## src/rtl/modred_feeder.sv

```systemverilog
// rtl/modred_feeder.sv - operand FIFO and issue sequencer for the serial modular reducer
// Optional watchdog on the reducer handshake is enabled by defining MODRED_WATCHDOG_EN.
module modred_feeder #(
    parameter int DATA_LENGTH    = 64,
    parameter int FIFO_DEPTH     = 4,
    parameter int TIMEOUT_CYCLES = 64
) (
    input  logic                   clk_i,
    input  logic                   rst_ni,
    input  logic                   cfg_we_i,
    input  logic [DATA_LENGTH-1:0] cfg_mod_i,
    output logic                   cfg_err_o,
    input  logic                   in_valid_i,
    output logic                   in_ready_o,
    input  logic [DATA_LENGTH-1:0] in_data_i,
    output logic                   red_start_o,
    output logic [DATA_LENGTH-1:0] red_x_o,
    output logic [DATA_LENGTH-1:0] red_m_o,
    output logic [DATA_LENGTH-1:0] red_m_bl_o,
    input  logic [DATA_LENGTH-1:0] red_result_i,
    input  logic                   red_valid_i,
    output logic                   out_valid_o,
    input  logic                   out_ready_i,
    output logic [DATA_LENGTH-1:0] out_data_o,
    output logic                   busy_o,
    output logic                   error_o
);

    localparam int PW = $clog2(FIFO_DEPTH);

    if (FIFO_DEPTH < 2 || (FIFO_DEPTH & (FIFO_DEPTH - 1)) != 0 || TIMEOUT_CYCLES < 1) begin : g_param_check
        $error("modred_feeder: FIFO_DEPTH must be a power of two >= 2 and TIMEOUT_CYCLES >= 1");
    end

    typedef enum logic [1:0] {
        S_IDLE  = 2'd0,
        S_ISSUE = 2'd1,
        S_WAIT  = 2'd2
    } state_e;

    state_e                 state_q, state_d;
    logic [DATA_LENGTH-1:0] m_q, m_d;
    logic [DATA_LENGTH-1:0] bl_q, bl_d;
    logic                   cfg_err_q, cfg_err_d;
    logic [DATA_LENGTH-1:0] fifo_q [FIFO_DEPTH];
    logic [DATA_LENGTH-1:0] fifo_d [FIFO_DEPTH];
    logic [PW-1:0]          wr_ptr_q, wr_ptr_d;
    logic [PW-1:0]          rd_ptr_q, rd_ptr_d;
    logic [PW:0]            cnt_q, cnt_d;
    logic [DATA_LENGTH-1:0] x_q, x_d;
    logic                   out_valid_q, out_valid_d;
    logic [DATA_LENGTH-1:0] out_data_q, out_data_d;

    logic                   fifo_full, fifo_empty, mod_ok, halt, busy;
    logic                   push, pop, wd_trip;
    logic [DATA_LENGTH-1:0] bl_calc;

    assign fifo_full  = (cnt_q == (PW+1)'(FIFO_DEPTH));
    assign fifo_empty = (cnt_q == '0);
    assign mod_ok     = (m_q >= DATA_LENGTH'(2));
    assign busy       = !fifo_empty || (state_q != S_IDLE) || out_valid_q;
    assign push       = in_valid_i && in_ready_o;

`ifdef MODRED_WATCHDOG_EN
    localparam int WD_W = $clog2(TIMEOUT_CYCLES + 1);

    logic [WD_W-1:0] wd_cnt_q, wd_cnt_d;
    logic            error_q, error_d;

    // Counts from the ISSUE cycle so the error lands TIMEOUT_CYCLES after the start pulse.
    assign wd_trip = (state_q == S_WAIT) && !red_valid_i
                     && (wd_cnt_q == WD_W'(TIMEOUT_CYCLES - 1));
    assign halt    = error_q;

    always_comb begin
        wd_cnt_d = wd_cnt_q;
        error_d  = error_q | wd_trip;
        if (state_q == S_IDLE) begin
            wd_cnt_d = '0;
        end else begin
            wd_cnt_d = wd_cnt_q + WD_W'(1);
        end
    end

    always_ff @(posedge clk_i or negedge rst_ni) begin
        if (!rst_ni) begin
            wd_cnt_q <= '0;
            error_q  <= 1'b0;
        end else begin
            wd_cnt_q <= wd_cnt_d;
            error_q  <= error_d;
        end
    end

    assign error_o = error_q;
`else
    assign wd_trip = 1'b0;
    assign halt    = 1'b0;
    assign error_o = 1'b0;
`endif

    // Bitlength of the candidate modulus: index of the highest set bit plus one.
    always_comb begin
        bl_calc = '0;
        for (int i = 0; i < DATA_LENGTH; i++) begin
            if (cfg_mod_i[i]) begin
                bl_calc = DATA_LENGTH'(i + 1);
            end
        end
    end

    always_comb begin
        m_d       = m_q;
        bl_d      = bl_q;
        cfg_err_d = 1'b0;
        if (cfg_we_i) begin
            if (!busy && (cfg_mod_i >= DATA_LENGTH'(2))) begin
                m_d  = cfg_mod_i;
                bl_d = bl_calc;
            end else begin
                cfg_err_d = 1'b1;
            end
        end
    end

    always_comb begin
        state_d     = state_q;
        pop         = 1'b0;
        x_d         = x_q;
        out_valid_d = out_valid_q && !out_ready_i;
        out_data_d  = out_data_q;
        case (state_q)
            S_IDLE: begin
                if (!fifo_empty && (!out_valid_q || out_ready_i) && !halt) begin
                    pop     = 1'b1;
                    x_d     = fifo_q[rd_ptr_q];
                    state_d = S_ISSUE;
                end
            end
            S_ISSUE: begin
                state_d = S_WAIT;
            end
            S_WAIT: begin
                if (red_valid_i) begin
                    out_valid_d = 1'b1;
                    out_data_d  = red_result_i;
                    state_d     = S_IDLE;
                end else if (wd_trip) begin
                    state_d = S_IDLE;
                end
            end
            default: begin
                state_d = S_IDLE;
            end
        endcase
    end

    always_comb begin
        fifo_d = fifo_q;
        if (push) begin
            fifo_d[wr_ptr_q] = in_data_i;
        end
        wr_ptr_d = wr_ptr_q + PW'(push);
        rd_ptr_d = rd_ptr_q + PW'(pop);
        cnt_d    = cnt_q + (PW+1)'(push) - (PW+1)'(pop);
    end

    always_ff @(posedge clk_i or negedge rst_ni) begin
        if (!rst_ni) begin
            state_q     <= S_IDLE;
            m_q         <= '0;
            bl_q        <= '0;
            cfg_err_q   <= 1'b0;
            for (int i = 0; i < FIFO_DEPTH; i++) begin
                fifo_q[i] <= '0;
            end
            wr_ptr_q    <= '0;
            rd_ptr_q    <= '0;
            cnt_q       <= '0;
            x_q         <= '0;
            out_valid_q <= 1'b0;
            out_data_q  <= '0;
        end else begin
            state_q     <= state_d;
            m_q         <= m_d;
            bl_q        <= bl_d;
            cfg_err_q   <= cfg_err_d;
            fifo_q      <= fifo_d;
            wr_ptr_q    <= wr_ptr_d;
            rd_ptr_q    <= rd_ptr_d;
            cnt_q       <= cnt_d;
            x_q         <= x_d;
            out_valid_q <= out_valid_d;
            out_data_q  <= out_data_d;
        end
    end

    assign cfg_err_o   = cfg_err_q;
    assign in_ready_o  = !fifo_full && mod_ok && !halt;
    assign red_start_o = (state_q == S_ISSUE);
    assign red_x_o     = x_q;
    assign red_m_o     = m_q;
    assign red_m_bl_o  = bl_q;
    assign out_valid_o = out_valid_q;
    assign out_data_o  = out_data_q;
    assign busy_o      = busy;

endmodule

```

## config.mk

```make
export PLATFORM = sky130hd
export DESIGN_NAME = modred_feeder
export DESIGN_NICKNAME = d
export VERILOG_FILES = /design/src/rtl/modred_feeder.sv
export SDC_FILE = /design/constraint.sdc
export NUM_CORES = 1
export LEC_CHECK = 0
export BUFFER_PORTS_ARGS = -buffer_cell sky130_fd_sc_hd__buf_2
export CAP_MARGIN = 5
export CORE_ASPECT_RATIO = 0.5
export CORE_MARGIN = 10
export CORE_UTILIZATION = 49
export CTS_CLUSTER_DIAMETER = 120
export DETAILED_ROUTE_END_ITERATION = 12
export PLACE_DENSITY = 0.72
export SYNTH_ARGS = -nofsm -noshare
export SYNTH_HDL_FRONTEND = slang
export SYNTH_SLANG_ARGS = --single-unit
export TNS_END_PERCENT = 1
```

## constraint.sdc

```tcl
create_clock -name clk_i -period 3.1 [get_ports clk_i]
set_input_delay 0.31 -clock clk_i [delete_from_list [all_inputs] [get_ports clk_i]]
set_output_delay 0.31 -clock clk_i [all_outputs]
set_load 0.01 [all_outputs]
```

==> impl_metrics.json, run 1 <==
{
  "skew_ns": 0.0126,
  "endpoint_kind": "register",
  "fin_util": 0.621,
  "ys_warn_count": 0,
  "die_h_um": 164,
  "grt_pass1_wl_um": 82900,
  "drive_above_1_share": 0.566,
  "clk_pin_slew_ns": 0.07,
  "worst_slack_ns": 0.00679,
  "fp.dieArea_sq_um": 50400,
  "finalCriticalPeriod_ns": 3.09,
  "tightest_slew_ns": 1.05,
  "ir_worst_vdd_uv": 581,
  "core-area_sq_um": 40600,
  "status": "complete, no violations",
  "hold_viol_final": 0,
  "ys_seq_elements": 465,
  "grt.overflow.total": 0,
  "cts_buffers": 42,
  "async_reset_ff_frac": 1.00,
  "firstDrtPassIters": 5,
  "slew_viol_final": 0,
  "clk_latency_ns": 0.55,
  "most-common-layout-cells": "463 x dfrtp_1, 429 x mux2_2, 399 x buf_2, 64 x mux4_2, 58 x conb_1",
  "gp_congestion": 0.918,
  "max_freq_mhz": 323,
  "start_util": 0.499,
  "hpwlAfterDp_um": 37900,
  "dieWidth_um": 308,
  "synth_area_leader_cell": "dfrtp_1",
  "drt_wl_total_um": 54000,
  "avgSynthCellArea_sq_um": 15.3,
  "leakagePower_nw": 11.5,
  "postSynthCellCount": 1326,
  "slew_headroom": 0.301,
  "vias": 13000,
  "synthTopCellsByArea": "dfrtp_1 57%, mux2_2 24%, mux4_2 7.1%, buf_4 2.4%, nor4_1 1.0%",
  "viasPerCell": 5.41,
  "min_path_cells": 2,
  "groute.usage.overall": 0.209,
  "cts_max_level": 2,
  "min_from": "red_result_i[56]",
  "finalPower_mw": 27.1,
  "whs_ns": 0.0207,
  "cts_tree": "yes",
  "r2r_slack_ns": 0.007,
  "max_cap_violations": 0,
  "grt_setup_unrepaired": "true",
  "synth_top_cell_area_share": 0.574,
  "synth_flop_cell": "dfrtp_1",
  "syn2layout_area_growth_pct": 24.4,
  "hold_end": "out_data_o[56]$_DFFE_PN0P_",
  "clockRootBuffer": "clkbuf_16",
  "grt_max_degree": 100,
  "setup-violations-final": 0,
  "synth_cell_types": 55,
  "numClockSinks": 465,
  "synth_edf_count": 0,
  "worstReg2RegEnd": "cnt_q[2]$_DFF_PN0_",
  "worst-path-max-fanout": 2,
  "start_kind": "register",
  "ys_seq_area_frac": 0.574,
  "ant_nets": 0,
  "cp.required_ns": 3.52,
  "drcViolationCount": 0,
  "grt_pass1_vias": 14000,
  "setup-tns-final_ns": 0,
  "io_buffers": 401,
  "core.rowCount": 52,
  "final_common_cell": "dfrtp_1",
  "io_pins": 460,
  "finalCritPeriodShare": 0.998,
  "cts_buffer_depth": 3,
  "drt_iter0_drc": 768,
  "synth_area_sq_um": 20300,
  "crit_arrival_ns": 3.52,
  "hold_class": "primary input to register",
  "pre_cts_ws_ns": -0.360,
  "critPathKind": "register to register",
  "antenna_found_initial": 7,
  "r2r_start": "red_m_o[30]$_DFFE_PN0P_",
  "avgRoutedWirePerCell_um": 22.4,
  "p_per_area_nw_per_um2": 1070,
  "r2r_cells": 13,
  "nets": 2034
}
logic make-up (layout without fill, tap and decap cells):
| group | after synthesis | in the layout | share of synthesized area |
|---|---|---|---|
| buffers and inverters | 143 | 623 | 0.0460 |
| other | 1 | 65 | 0.000185 |
| XOR/XNOR | 4 | 4 | 0.00173 |
| adder cells (fa/ha/maj) | 5 | 5 | 0.00346 |
| flip-flops | 465 | 465 | 0.574 |
| AO/OA/AOI/OAI | 62 | 62 | 0.0196 |
| multiplexers | 504 | 504 | 0.316 |
| AND/OR/NAND/NOR | 142 | 142 | 0.0390 |
cell usage after synthesis, drive strengths merged (2+ instances only):
cell type  number
nand2b          5
a31oi           3
inv            19
o31ai           6
nor3b           4
nand3           3
a21o            2
a21boi          2
a21oi          11
nand2          22
mux4           64
xor2            2
nor2b           6
xnor2           2
o211ai          3
or3             4
nand4           9
a211o           2
a2111oi         3
o21ai          20
nor4b           3
dfrtp         465
mux2          439
clkbuf         23
or4             2
or2             3
nor2           29
nor3           12
o21bai          2
ha              4
nor4           36
buf           101
worst max path at each step:
| stage | to | start | depth (start not counted) | slack [ns] |
|---|---|---|---|---|
| global route | cnt_q[2]$_DFF_PN0_ | red_m_o[30]$_DFFE_PN0P_ | 13 | -0.11 |
| global placement | cnt_q[2]$_DFF_PN0_ | red_m_o[31]$_DFFE_PN0P_ | 13 | -0.33 |
| detailed placement | cnt_q[2]$_DFF_PN0_ | red_m_o[30]$_DFFE_PN0P_ | 13 | -0.36 |
| floorplan | cnt_q[2]$_DFF_PN0_ | red_m_o[62]$_DFFE_PN0P_ | 12 | 0.18 |
| CTS | cnt_q[2]$_DFF_PN0_ | red_m_o[31]$_DFFE_PN0P_ | 13 | -0.004 |
| finish | cnt_q[2]$_DFF_PN0_ | red_m_o[30]$_DFFE_PN0P_ | 13 | 0.007 |
sequential cells by signal, summed over array words and instances, names as in the netlist:
| signal | cells |
|---|---|
| fifo_q | 256 |
| out_data_o | 64 |
| red_x_o | 64 |
| red_m_o | 63 |
| red_m_bl_o | 7 |
| cnt_q | 3 |
| rd_ptr_q | 2 |
| state_q | 2 |
| wr_ptr_q | 2 |
| cfg_err_o | 1 |
| out_valid_o | 1 |
layout make-up:
type,instances,area [sq um]
Antenna cell,7,17.5
Clock buffer,57,1230
Clock inverter,19,185
Fill cell,3113,15400
Inverter,19,71.3
Multi-Input combinational cell,775,8010
Sequential cell,465,11600
Tap cell,540,676
Timing Repair Buffer,528,3370
per-stage QoR:
stage          instances  cell area, sq um
2_1_floorplan       1383             20500
3_3_place_gp        2265             23100
3_5_place_dp        2265             23100
4_1_cts             2400             25100
5_1_grt             2410             25200
6_report            2410             25200
critical path, cell delays in order (launching register included):
cell	delay [ns]
dfrtp_1	0.42
nor4_4	0.37
buf_4	0.17
nand4_1	0.11
or3_4	0.43
nor4_4	0.25
or2_4	0.18
ha_4	0.19
inv_2	0.06
ha_4	0.12
inv_2	0.03
fa_2	0.36
xnor2_2	0.15
xnor2_1	0.13
power by group:
part           leakage [nW]  switching (mW)  internal (mW)  total, mW
Combinational          5.19            4.52           6.18       10.7
Sequential             5.56            1.79           9.21       11.0
Clock                 0.701            2.34           3.04       5.38
what timing repair did:
action,in CTS,in global routing
hold buffers,57,0
buffers inserted,2,3
setup endpoints to repair,188,62
pin swaps,7,3
endpoints found under the hold margin,141,0
resized for setup,13,0
routing by layer:
layer | wire [um] | vias up | global-route usage | share of wire
li1 | - | 5772 | - | -
met1 | 20900 | 6834 | 0.247 | 0.39
met2 | 29100 | 337 | 0.379 | 0.54
met3 | 2600 | 91 | 0.0392 | 0.048
met4 | 1400 | 0 | 0.0731 | 0.026
met5 | 0 | - | 0 | 0
No activity file was read; power rests on OpenSTA's default activity.
==> inputs of run 2 (changes only) <==
CORE_ASPECT_RATIO = 1.25   (was 0.5)
==> impl_metrics.json, run 2 (synthesis results as in run 1) <==
{
  "status": "complete, no violations",
  "crit_arrival_ns": 3.37,
  "grt_pass1_wl_um": 87500,
  "min_path_cells": 2,
  "antenna_found_initial": 16,
  "start_kind": "register",
  "cp_top_family": "simple AND/OR/NAND/NOR gates",
  "r2r_start": "red_m_o[4]$_DFFE_PN0P_",
  "nets": 2047,
  "io_buffers": 401,
  "drcViolationCount": 0,
  "dp_cells": 2261,
  "io_pins": 460,
  "grt_setup_unrepaired": "true",
  "gp_congestion": 0.936,
  "finalCriticalPeriod_ns": 2.93,
  "drt_wl_total_um": 57700,
  "endpoint_kind": "register",
  "fp.dieArea_sq_um": 49900,
  "cp.required_ns": 3.55,
  "die_h_um": 247,
  "drt_iter0_drc": 640,
  "ir_worst_vdd_uv": 648,
  "firstDrtPassIters": 6,
  "skew_ns": 0.0157,
  "p_per_area_nw_per_um2": 1080,
  "core-area_sq_um": 41000,
  "final-seq-area_sq_um": 11600,
  "max_freq_mhz": 342,
  "numClockSinks": 465,
  "critPathKind": "register to register",
  "final_common_cell": "dfrtp_1",
  "postCtsSetupBuffers": 0,
  "critPathBufInv": 3,
  "cts_buffer_depth": 3,
  "clk_pin_slew_ns": 0.06,
  "critPathSlowestCell": "dfrtp_1",
  "slew_viol_final": 0,
  "viasPerCell": 5.46,
  "clockRootBuffer": "clkbuf_16",
  "top_register": "fifo_q",
  "max_cap_violations": 0,
  "worst-path-max-fanout": 3,
  "clk_latency_ns": 0.56,
  "hold_class": "primary input to register",
  "drive_above_1_share": 0.549,
  "ant_nets": 0,
  "core.rowCount": 83,
  "whs_ns": 0.0296,
  "worstReg2RegEnd": "cnt_q[2]$_DFF_PN0_",
  "hpwlAfterDp_um": 40800,
  "dieWidth_um": 202,
  "leakagePower_nw": 11.5,
  "syn2layout_area_growth_pct": 25.4,
  "multiInputGateArea_sq_um": 7980,
  "hold_viol_final": 0,
  "max_stage_delay_ns": 0.42,
  "finalCritPeriodShare": 0.944,
  "most-common-layout-cells": "463 x dfrtp_1, 429 x mux2_2, 400 x buf_2, 86 x dlygate4sd3_1, 64 x mux4_2",
  "cts_max_level": 2,
  "cts_buffers": 47,
  "final_cells": 2436,
  "grt.overflow.total": 0,
  "avgRoutedWirePerCell_um": 23.7,
  "cts_tree": "yes",
  "tightest_slew_ns": 1.11,
  "grt_max_degree": 94,
  "crit_chain": "nor4_4 > buf_4 > nand4_1 > or3_4 > nor4_4 > or2_2 > ha_1 > inv_1 > ha_1 > inv_1 > fa_1 > xnor2_1 > xnor2_1",
  "largest_reg_flops": 256,
  "min_from": "in_data_i[24]",
  "hold_end": "fifo_q[152]$_DFFE_PN0P_",
  "num-fill-cells": 3136,
  "r2r_cells": 13,
  "slew_headroom": 0.261,
  "vias": 13300,
  "setup-violations-final": 0,
  "grt_pass1_vias": 14400,
  "groute.usage.overall": 0.225,
  "start_util": 0.494,
  "r2r_slack_ns": 0.17
}
==> run 2: cell types whose count changed in the layout (fill, tap and decap cells not counted), moves of 3 or more <==
cell,before,now
dlygate4sd3_1,57,86
buf_4,50,35
buf_12,20,14
clkbuf_1,4,10
clkbuf_16,43,48
clkinv_2,11,8
==> run 2: worst max path at each step <==
stage                                  startpoint                  to  cells past startpoint
after floorplan           red_m_o[62]$_DFFE_PN0P_  cnt_q[2]$_DFF_PN0_                     12
after detailed placement   red_m_o[8]$_DFFE_PN0P_  cnt_q[2]$_DFF_PN0_                     13
after CTS                  red_m_o[4]$_DFFE_PN0P_  cnt_q[2]$_DFF_PN0_                     13
after global routing       red_m_o[4]$_DFFE_PN0P_  cnt_q[2]$_DFF_PN0_                     13
final                      red_m_o[4]$_DFFE_PN0P_  cnt_q[2]$_DFF_PN0_                     13
after global placement     red_m_o[8]$_DFFE_PN0P_  cnt_q[2]$_DFF_PN0_                     13
==> run 2: per-stage QoR <==
stage | setup slack [ns] | TNS [ns] | power (mW) | util | cell area [sq um]
after detailed placement | -0.0704 | -0.0704 | 21.7 | 0.559 | 22900
after floorplan | 0.177 | 0 | 17.8 | - | 20500
final | 0.172 | 0 | 27.3 | 0.619 | 25400
after CTS | 0.113 | 0 | 27.6 | 0.618 | 25400
after global placement | -0.0540 | -0.0540 | 21.3 | 0.559 | 22900
after global routing | -0.0255 | -0.0255 | 29.0 | 0.619 | 25400
==> run 2: layer usage <==
| metal | track usage | wire length, um | up-vias |
|---|---|---|---|
| li1 | - | - | 5780 |
| met1 | 0.270 | 22900 | 6930 |
| met2 | 0.386 | 28900 | 441 |
| met3 | 0.0648 | 4250 | 120 |
| met4 | 0.0684 | 1500 | 22 |
| met5 | 0 | 138 | - |
==> run 2: layout make-up <==
type / count / share of cell area
Inverter: 19 / 0.00281
Clock inverter: 16 / 0.00793
Multi-Input combinational cell: 775 / 0.314
Sequential cell: 465 / 0.459
Antenna cell: 5 / 0.000493
Tap cell: 552 / 0.0272
Clock buffer: 68 / 0.0542
Timing Repair Buffer: 536 / 0.135
==> run 2: timing repair <==
action / CTS / global route
setup endpoints to repair: 2 / 1
hold buffers: 86 / 0
resized for setup: 2 / 3
pin swaps: 2 / 0
hold endpoints to repair: 167 / 0
==> run 2: worst register-to-register path, delay by kind of cell, from the launching register on <==
kind                     cells  cell delay, ns
buffers and inverters        3            0.24
XOR/XNOR                     2            0.26
flip-flops                   1            0.42
AND/OR/NAND/NOR              5            1.18
adder cells (fa/ha/maj)      3            0.71
==> run 2: report_power, final <==
part	internal, mW	switching, mW	total [mW]
clock	3.42	2.33	5.75
sequential	9.22	1.87	11.1
combinational	6.02	4.48	10.5
==> inputs of run 3 (changes only) <==
CORE_ASPECT_RATIO = default   (was 1.25)
==> impl_metrics.json, run 3 (synthesis results as in run 1) <==
{
  "vias": 13600,
  "ant_nets": 0,
  "skew_ns": 0.0175,
  "min_from": "cfg_mod_i[6]",
  "io_pins": 460,
  "max_freq_mhz": 334,
  "top_register": "fifo_q",
  "worst-path-max-fanout": 3,
  "finalPower_mw": 27.7,
  "cts_max_level": 2,
  "slew_viol_final": 0,
  "crit_arrival_ns": 3.46,
  "viasPerCell": 5.48,
  "grt_pass1_wl_um": 92600,
  "worstReg2RegEnd": "cnt_q[2]$_DFF_PN0_",
  "firstDrtPassIters": 5,
  "r2r_slack_ns": 0.11,
  "placed_area_sq_um": 22900,
  "max_cap_violations": 0,
  "start_kind": "register",
  "min_path_cells": 2,
  "core-area_sq_um": 40800,
  "final_design_area_no_fill_sq_um": 26000,
  "die_h_um": 223,
  "dieWidth_um": 223,
  "cts_tree": "yes",
  "grt_pass1_vias": 15100,
  "groute.usage.overall": 0.237,
  "grt_max_degree": 90,
  "tightest_slew_ns": 0.832,
  "hold_viol_final": 0,
  "cts_buffer_depth": 3,
  "nets": 2115,
  "clk_latency_ns": 0.59,
  "numClockSinks": 465,
  "r2r_start": "red_m_o[33]$_DFFE_PN0P_",
  "critPathKind": "register to register",
  "grt_setup_unrepaired": "true",
  "endpoint_kind": "register",
  "final_common_cell": "dfrtp_1",
  "p_per_area_nw_per_um2": 1060,
  "io_buffers": 401,
  "status": "complete, no violations",
  "top_usage_layer": "met2",
  "drt_iter0_drc": 1136,
  "largest_reg_flops": 256,
  "drive_above_1_share": 0.534,
  "most-common-layout-cells": "463 x dfrtp_1, 429 x mux2_2, 400 x buf_2, 144 x dlygate4sd3_1, 64 x mux4_2",
  "setup-violations-final": 0,
  "gp_congestion": 0.963,
  "finalCriticalPeriod_ns": 2.99,
  "clockRootBuffer": "clkbuf_16",
  "grt.overflow.total": 0,
  "fp.dieArea_sq_um": 49900,
  "clk_pin_slew_ns": 0.06,
  "avgRoutedWirePerCell_um": 24.2,
  "postCtsSetupBuffers": 0,
  "finalCritPeriodShare": 0.965,
  "hold_end": "red_m_o[6]$_DFFE_PN0P_",
  "hold_class": "primary input to register",
  "use_met2": 0.403,
  "leakagePower_nw": 11.8,
  "slew_headroom": 0.445,
  "hpwlAfterDp_um": 41300,
  "antenna_found_initial": 5,
  "r2r_cells": 12,
  "ir_worst_vdd_uv": 652,
  "drt_wl_total_um": 60100,
  "syn2layout_area_growth_pct": 28.5,
  "cts_buffers": 49,
  "cp.required_ns": 3.57,
  "use_met1": 0.289,
  "drcViolationCount": 0,
  "start_util": 0.496,
  "core.rowCount": 74,
  "whs_ns": 0.0306,
  "gr-usage-met3": 0.0532
}
## run 3: how the worst max path moves through the flow
stage,start,depth (start not counted),to
floorplan,red_m_o[62]$_DFFE_PN0P_,12,cnt_q[2]$_DFF_PN0_
global placement,red_m_o[31]$_DFFE_PN0P_,13,cnt_q[2]$_DFF_PN0_
detailed placement,red_m_o[31]$_DFFE_PN0P_,13,cnt_q[2]$_DFF_PN0_
CTS,red_m_o[32]$_DFFE_PN0P_,12,cnt_q[2]$_DFF_PN0_
global route,red_m_o[24]$_DFFE_PN0P_,13,cnt_q[2]$_DFF_PN0_
finish,red_m_o[33]$_DFFE_PN0P_,12,cnt_q[2]$_DFF_PN0_
## run 3: what timing repair did
action / 4_1_cts / 5_1_grt
gates resized for setup: 3 / 1
pin swaps: 3 / 2
hold endpoints to repair: 411 / 0
hold buffers: 144 / 0
gates cloned: 0 / 0
endpoints found under the setup margin: 2 / 1
## run 3: area by class of cell
| class | count | area, sq um |
|---|---|---|
| Fill cell | 2966 | 14800 |
| Sequential cell | 465 | 11600 |
| Multi-Input combinational cell | 775 | 7970 |
| Timing Repair Buffer | 602 | 4060 |
| Clock buffer | 76 | 1470 |
| Tap cell | 532 | 666 |
| Clock inverter | 14 | 146 |
| Inverter | 19 | 71.3 |
| Antenna cell | 3 | 7.51 |
## run 3: worst max-delay path, stage by stage, from the launching register on
cell and delay (ns):
dfrtp_1 0.40, nor4_1 0.44, buf_4 0.18, nand4_1 0.21, nor4_4 0.35, or2_2 0.17
ha_1 0.22, inv_1 0.05, ha_1 0.13, inv_1 0.05, fa_1 0.40, xnor2_2 0.16
xnor2_1 0.12
## run 3: stage by stage
step / setup WS [ns] / setup TNS (ns) / instances / utilization
floorplan: 0.177 / 0 / 1383 / -
global placement: -0.0244 / -0.0244 / 2249 / 0.562
detailed placement: -0.0864 / -0.0864 / 2249 / 0.562
CTS: 0.0781 / 0 / 2483 / 0.637
global route: -0.0768 / -0.0768 / 2486 / 0.638
finish: 0.109 / 0 / 2486 / 0.638
## run 3: per-layer routing
metal / vias up / share of wire
met3: 123 / 0.070
met5: - / 0.00022
li1: 5948 / -
met4: 2 / 0.035
met2: 530 / 0.50
met1: 7026 / 0.39
## run 3: power breakdown
| part | leakage (nW) | total, mW | switching (mW) | internal [mW] |
|---|---|---|---|---|
| registers | 5.56 | 11.0 | 1.76 | 9.23 |
| logic | 5.45 | 10.9 | 4.75 | 6.11 |
| clock network | 0.803 | 5.85 | 2.42 | 3.43 |
| total | 11.8 | 27.7 | 8.93 | 18.8 |
